### src/rtl/seg_instruction_decode.sv
// MIPS decode stage: IF/ID latch, register file, decoder, hazard unit and ID/EX latch.
// Branches and jumps resolve here and drive the fetch PC mux.
module seg_instruction_decode #(
  parameter int LEN         = 32,
  parameter int NB_REG_ADDR = 5,
  parameter int N_REGS      = 32
) (
  input  logic                   i_clk,
  input  logic                   i_rst,
  input  logic [LEN-1:0]         i_instruction,
  input  logic [LEN-1:0]         i_PC,
  input  logic                   i_wb_reg_write,
  input  logic [NB_REG_ADDR-1:0] i_wb_addr,
  input  logic [LEN-1:0]         i_wb_data,
  input  logic                   i_exmem_reg_write,
  input  logic [NB_REG_ADDR-1:0] i_exmem_rd,
  output logic                   o_PC_write,
  output logic [LEN-1:0]         o_PC_branch,
  output logic                   o_PCSrc,
  output logic [LEN-1:0]         o_PC_dir_jump,
  output logic                   o_jump,
  output logic [LEN-1:0]         o_npc,
  output logic [LEN-1:0]         o_rs_data,
  output logic [LEN-1:0]         o_rt_data,
  output logic [LEN-1:0]         o_imm,
  output logic [NB_REG_ADDR-1:0] o_rs,
  output logic [NB_REG_ADDR-1:0] o_rt,
  output logic [NB_REG_ADDR-1:0] o_rd,
  output logic [5:0]             o_opcode,
  output logic [5:0]             o_funct,
  output logic                   o_reg_write,
  output logic                   o_mem_read,
  output logic                   o_mem_write,
  output logic                   o_mem_to_reg,
  output logic                   o_alu_src,
  output logic                   o_reg_dst,
  output logic                   o_link
);

  localparam logic [5:0] OP_RTYPE = 6'h00;
  localparam logic [5:0] OP_J     = 6'h02;
  localparam logic [5:0] OP_JAL   = 6'h03;
  localparam logic [5:0] OP_BEQ   = 6'h04;
  localparam logic [5:0] OP_BNE   = 6'h05;
  localparam logic [5:0] OP_ADDI  = 6'h08;
  localparam logic [5:0] OP_SLTI  = 6'h0A;
  localparam logic [5:0] OP_ANDI  = 6'h0C;
  localparam logic [5:0] OP_ORI   = 6'h0D;
  localparam logic [5:0] OP_LUI   = 6'h0F;
  localparam logic [5:0] OP_LW    = 6'h23;
  localparam logic [5:0] OP_SW    = 6'h2B;
  localparam logic [5:0] FN_JR    = 6'h08;

  logic [LEN-1:0]         ifid_instr;
  logic [LEN-1:0]         ifid_npc;
  logic [LEN-1:0]         regs [N_REGS];

  logic [5:0]             opcode;
  logic [5:0]             funct;
  logic [NB_REG_ADDR-1:0] rs;
  logic [NB_REG_ADDR-1:0] rt;
  logic [NB_REG_ADDR-1:0] rd;
  logic [NB_REG_ADDR-1:0] idex_dest;
  logic [15:0]            imm16;
  logic [LEN-1:0]         rs_val;
  logic [LEN-1:0]         rt_val;
  logic [LEN-1:0]         sext_imm;
  logic [LEN-1:0]         imm_ext;

  logic c_reg_write, c_mem_read, c_mem_write, c_mem_to_reg, c_alu_src, c_reg_dst, c_link;
  logic is_beq, is_bne, is_j, is_jal, is_jr, zext;
  logic load_use, branch_hazard, stall, take_branch, take_jump;

  assign opcode   = ifid_instr[31:26];
  assign rs       = ifid_instr[25:21];
  assign rt       = ifid_instr[20:16];
  assign rd       = ifid_instr[15:11];
  assign funct    = ifid_instr[5:0];
  assign imm16    = ifid_instr[15:0];
  assign sext_imm = {{(LEN-16){imm16[15]}}, imm16};
  assign imm_ext  = zext ? {{(LEN-16){1'b0}}, imm16} : sext_imm;

  // Register reads with write-through bypass; r0 is hard-wired to zero.
  always_comb begin
    rs_val = regs[rs];
    rt_val = regs[rt];
    if (rs == '0) begin
      rs_val = '0;
    end else if (i_wb_reg_write && (i_wb_addr == rs)) begin
      rs_val = i_wb_data;
    end else begin
      rs_val = regs[rs];
    end
    if (rt == '0) begin
      rt_val = '0;
    end else if (i_wb_reg_write && (i_wb_addr == rt)) begin
      rt_val = i_wb_data;
    end else begin
      rt_val = regs[rt];
    end
  end

  // Main decoder; the all-zero word (flush NOP) carries no control at all.
  always_comb begin
    c_reg_write  = 1'b0;
    c_mem_read   = 1'b0;
    c_mem_write  = 1'b0;
    c_mem_to_reg = 1'b0;
    c_alu_src    = 1'b0;
    c_reg_dst    = 1'b0;
    c_link       = 1'b0;
    is_beq       = 1'b0;
    is_bne       = 1'b0;
    is_j         = 1'b0;
    is_jal       = 1'b0;
    is_jr        = 1'b0;
    zext         = 1'b0;
    if (ifid_instr != '0) begin
      case (opcode)
        OP_RTYPE: begin
          if (funct == FN_JR) begin
            is_jr = 1'b1;
          end else begin
            c_reg_write = 1'b1;
            c_reg_dst   = 1'b1;
          end
        end
        OP_LW: begin
          c_reg_write  = 1'b1;
          c_mem_read   = 1'b1;
          c_mem_to_reg = 1'b1;
          c_alu_src    = 1'b1;
        end
        OP_SW: begin
          c_mem_write = 1'b1;
          c_alu_src   = 1'b1;
        end
        OP_ADDI, OP_SLTI, OP_LUI: begin
          c_reg_write = 1'b1;
          c_alu_src   = 1'b1;
        end
        OP_ANDI, OP_ORI: begin
          c_reg_write = 1'b1;
          c_alu_src   = 1'b1;
          zext        = 1'b1;
        end
        OP_BEQ: is_beq = 1'b1;
        OP_BNE: is_bne = 1'b1;
        OP_J:   is_j   = 1'b1;
        OP_JAL: begin
          is_jal      = 1'b1;
          c_reg_write = 1'b1;
          c_reg_dst   = 1'b1;
          c_link      = 1'b1;
        end
        default: begin
          c_reg_write = 1'b0;
        end
      endcase
    end else begin
      c_reg_write = 1'b0;
    end
  end

  // Hazards: load-use against ID/EX, and branch/JR operands still being produced in EX or MEM.
  assign idex_dest     = o_reg_dst ? o_rd : o_rt;
  assign load_use      = o_mem_read && (o_rt != '0) && ((o_rt == rs) || (o_rt == rt));
  assign branch_hazard = (is_beq || is_bne || is_jr) &&
                         ((o_reg_write && (idex_dest != '0) && ((idex_dest == rs) || (idex_dest == rt))) ||
                          (i_exmem_reg_write && (i_exmem_rd != '0) && ((i_exmem_rd == rs) || (i_exmem_rd == rt))));
  assign stall         = load_use || branch_hazard;

  assign take_branch   = !stall && ((is_beq && (rs_val == rt_val)) || (is_bne && (rs_val != rt_val)));
  assign take_jump     = !stall && (is_j || is_jal || is_jr);

  assign o_PC_write    = !stall;
  assign o_PCSrc       = take_branch;
  assign o_jump        = take_jump;
  assign o_PC_branch   = ifid_npc + sext_imm;
  assign o_PC_dir_jump = is_jr ? rs_val : {{(LEN-26){1'b0}}, ifid_instr[25:0]};

  // IF/ID latch: hold on stall, squash to NOP on a taken branch/jump.
  always_ff @(posedge i_clk) begin
    if (i_rst) begin
      ifid_instr <= '0;
      ifid_npc   <= '0;
    end else if (stall) begin
      ifid_instr <= ifid_instr;
      ifid_npc   <= ifid_npc;
    end else if (take_branch || take_jump) begin
      ifid_instr <= '0;
      ifid_npc   <= ifid_npc;
    end else begin
      ifid_instr <= i_instruction;
      ifid_npc   <= i_PC + {{(LEN-1){1'b0}}, 1'b1};
    end
  end

  // Register file write port.
  always_ff @(posedge i_clk) begin
    if (i_rst) begin
      for (int i = 0; i < N_REGS; i++) begin
        regs[i] <= '0;
      end
    end else if (i_wb_reg_write && (i_wb_addr != '0)) begin
      regs[i_wb_addr] <= i_wb_data;
    end else begin
      regs[0] <= '0;
    end
  end

  // ID/EX latch; a stall inserts an all-zero bubble.
  always_ff @(posedge i_clk) begin
    if (i_rst || stall) begin
      o_npc        <= '0;
      o_rs_data    <= '0;
      o_rt_data    <= '0;
      o_imm        <= '0;
      o_rs         <= '0;
      o_rt         <= '0;
      o_rd         <= '0;
      o_opcode     <= 6'h00;
      o_funct      <= 6'h00;
      o_reg_write  <= 1'b0;
      o_mem_read   <= 1'b0;
      o_mem_write  <= 1'b0;
      o_mem_to_reg <= 1'b0;
      o_alu_src    <= 1'b0;
      o_reg_dst    <= 1'b0;
      o_link       <= 1'b0;
    end else begin
      o_npc        <= ifid_npc;
      o_rs_data    <= rs_val;
      o_rt_data    <= rt_val;
      o_imm        <= imm_ext;
      o_rs         <= rs;
      o_rt         <= rt;
      o_rd         <= is_jal ? {NB_REG_ADDR{1'b1}} : rd;
      o_opcode     <= opcode;
      o_funct      <= funct;
      o_reg_write  <= c_reg_write;
      o_mem_read   <= c_mem_read;
      o_mem_write  <= c_mem_write;
      o_mem_to_reg <= c_mem_to_reg;
      o_alu_src    <= c_alu_src;
      o_reg_dst    <= c_reg_dst;
      o_link       <= c_link;
    end
  end

endmodule

### config.mk
export PLATFORM = sky130hd
export DESIGN_NAME = seg_instruction_decode
export DESIGN_NICKNAME = d
export VERILOG_FILES = /design/src/rtl/seg_instruction_decode.sv
export SDC_FILE = /design/constraint.sdc
export NUM_CORES = 2
export LEC_CHECK = 0
export ABC_AREA = 1
export CORE_MARGIN = 2
export CORE_UTILIZATION = 40
export DETAILED_ROUTE_END_ITERATION = 10
export PLACE_DENSITY = 0.64
export RECOVER_POWER = 100
export SYNTH_ARGS = -nofsm -noshare
export SYNTH_HDL_FRONTEND = slang
export SYNTH_SLANG_ARGS = --single-unit
### constraint.sdc
create_clock -name i_clk -period 7.2 [get_ports i_clk]
set_input_delay 1.8 -clock i_clk [delete_from_list [all_inputs] [get_ports i_clk]]
set_output_delay 1.8 -clock i_clk [all_outputs]
set_load 0.005 [all_outputs]
==> metrics.yaml <==
status: "complete, but fails checks"
failed_checks: "capacitance limit, slew limit"
synth.most_common_cell: "nand2_1"
cts_resized: 0
endpoint_kind: "flop"
ys_warn_count: 0
antenna_found_initial: 12
synth_top_cell_area_share_pct: 44.9
hp-class: "flop to flop"
cap_violations: 72
fin_nets: 8443
hold_viol: 0
power_frac_seq_pct: 43.5
powerDensity_nw_per_um2: 251
dieArea_um2: 175000
syn_area_um2: 68600
seq_area_frac_synth_pct: 51.1
ios: 339
critPathLaunchType: "flop"
cp_max_fo: 44
dpl_cell_area_um2: 73200
drc: 0
period_share_pct: 96.8
cp.arrival_ns: 7.60
grt_max_degree: 203
top_register: "regs"
cts_tree: "yes"
rsz0062_at_grt: "no"
synth_top_area_cell: "edfxtp_1"
io_buffers: 338
synth_area_leaders: "edfxtp_1, nand3_1, nand2_1"
cts_max_path_buffers: 3
crit_start: "ifid_instr[17]"
synth-edff-count: 1024
slew_viol_final: 1933
clkTransAtPathRegs_ns: 0.06
power_uw: 19400
required_ns: 7.83
max_freq_ghz: 0.144
tightest_slew_ns: 4.19
r2r_start: "ifid_instr[17]"
fin_crit_ns: 6.97
root_buffer: "clkbuf_16"
sw_frac_of_total_pct: 31.0
htreeDepth: 4
async_flop_share_pct: 0
vias: 64656
grt_remaining_overflow: 0
gp_congestion: 0.941
ys.flop_type: "edfxtp_1"
instances_no_fill: 10636
numCtsBuffers: 140
comb_power_share_pct: 19.3
dp.cells: 10376
areaGrowthSynthToFinish_pct: 12.6
ant_nets: 0
num_rows: 151
finalSetupViolations: 0
postCtsSetupBuffers: 0
stdcell_area_um2: 77200
grt_pass1_vias: 60529
clock_latency_ns: 0.83
dr.first_iter.drc_count: 11173
p_switching_uw: 6010
syn_avg_cell_area_um2: 8.24
largest_register_ffs: 1024
drive_gt1_share_pct: 5.45
finalClockSkew_ns: 0.0421
min_from: "ifid_npc[11]"
clock_power_share_pct: 37.2
tns_ns: 0
dpl.hpwl_mm: 175
grt_pass1_wl_mm: 420
ir_drop_uv: 274
dieHeight_um: 418
drtPass1Iterations: 9
groute.usage.overall_pct: 33.0
synth_common_cells: "nand2_1, nor2_1, nand3_1, edfxtp_1, inv_1"
p_leak_uw: 0.0310
routed_wl_mm: 297
critPathKind: "flop to flop"
relSlewSlack_pct: -180
initial_core_util_pct: 40.4
p_int_uw: 13400
die-width_um: 418
core_area_um2: 170000
fin_ws_ns: 0.232
wl_per_cell_um: 28.0
synth.distinct_cells: 56
dp_slack_ns: 0.243
vias_per_cell: 6.08
ys_ff_latch: 1238
cts.sinks: 1238
syn_inst: 8321
cts_hold_buf: 0
layout by cell type, fill, tap and decap left out, types with 32 or more instances in the layout:
cell,count
dfxtp_1,204
nand3_1,1189
ha_1,32
clkdlybuf4s50_1,114
dlygate4sd3_1,223
clkbuf_1,89
buf_4,98
o21ai_0,228
clkbuf_16,142
nand2_1,1492
xor2_1,51
o21ai_1,51
conb_1,32
edfxtp_1,1024
o211ai_1,592
nor2_1,1292
inv_1,797
a21oi_1,373
or2_1,37
per-stage QoR:
stage	utilization, %	hold slack [ns]
final	45.5	0.442
after global routing	45.5	0.465
after CTS	45.7	0.435
after detailed placement	43.1	0.447
after global placement	43.1	0.441
after floorplan	-	0.425
power groups by stage:
stage	registers, uW	logic (uW)	clock network [uW]
floorplan	8470	2100	0
global placement	8550	3610	0
detailed placement	8560	3640	0
CTS	8410	3660	7210
global route	8470	3930	7480
finish	8430	3730	7210
metal layers:
metal	vias up	track usage, %	share of wire [%]
met1	30565	42.5	36
met3	1052	10.7	15
met4	24	19.7	6.9
li1	27952	-	-
met5	-	0	0.070
met2	5063	48.3	42
path summary, 6_finish.rpt:
path	end	slack [ns]	cells past startpoint
worst min register to register	o_npc[11]	0.44	2
worst max-delay path	o_rt_data[28]	0.23	15
worst min-delay path	o_npc[11]	0.44	2
worst max register to register	o_rt_data[28]	0.23	15
worst max-delay path, stage by stage, from the launching register on:
cell	delay, ns
dfxtp_1	0.40
inv_1	0.29
nand2_1	0.15
nor4_4	0.18
buf_4	0.30
inv_1	0.33
nor3_1	0.24
nand2_1	0.09
nand3_1	0.16
nand3_1	0.15
nand2_1	0.11
nand2_1	0.29
clkbuf_1	0.69
nor2_1	0.37
clkinvlp_2	1.64
nor2_1	1.37
layout make-up:
type                       instances  area (um^2)
tap                             2218         2780
sequential                      1238        35100
fill                           16243        92600
antenna                            2         5.00
clock buffer                     182         3730
clock inverter                    76          761
inverter                         820         3110
timing repair buffer             532         4980
multi-input combinational       5568        26800
logic make-up (layout without fill, tap and decap cells):
group                    count (synthesis)  in the layout  share of synthesized area, %
buffers and inverters                 1546           1610                          9.99
other                                    1             34                       0.00547
AND/OR/NAND/NOR                       4143           4143                          25.6
flip-flops                            1238           1238                          51.1
XOR/XNOR                                70             70                         0.894
AO/OA/AOI/OAI                         1290           1290                          11.8
adder cells (fa/ha/maj)                 33             33                         0.613
Note: power is estimated with default switching activity, not from simulation.
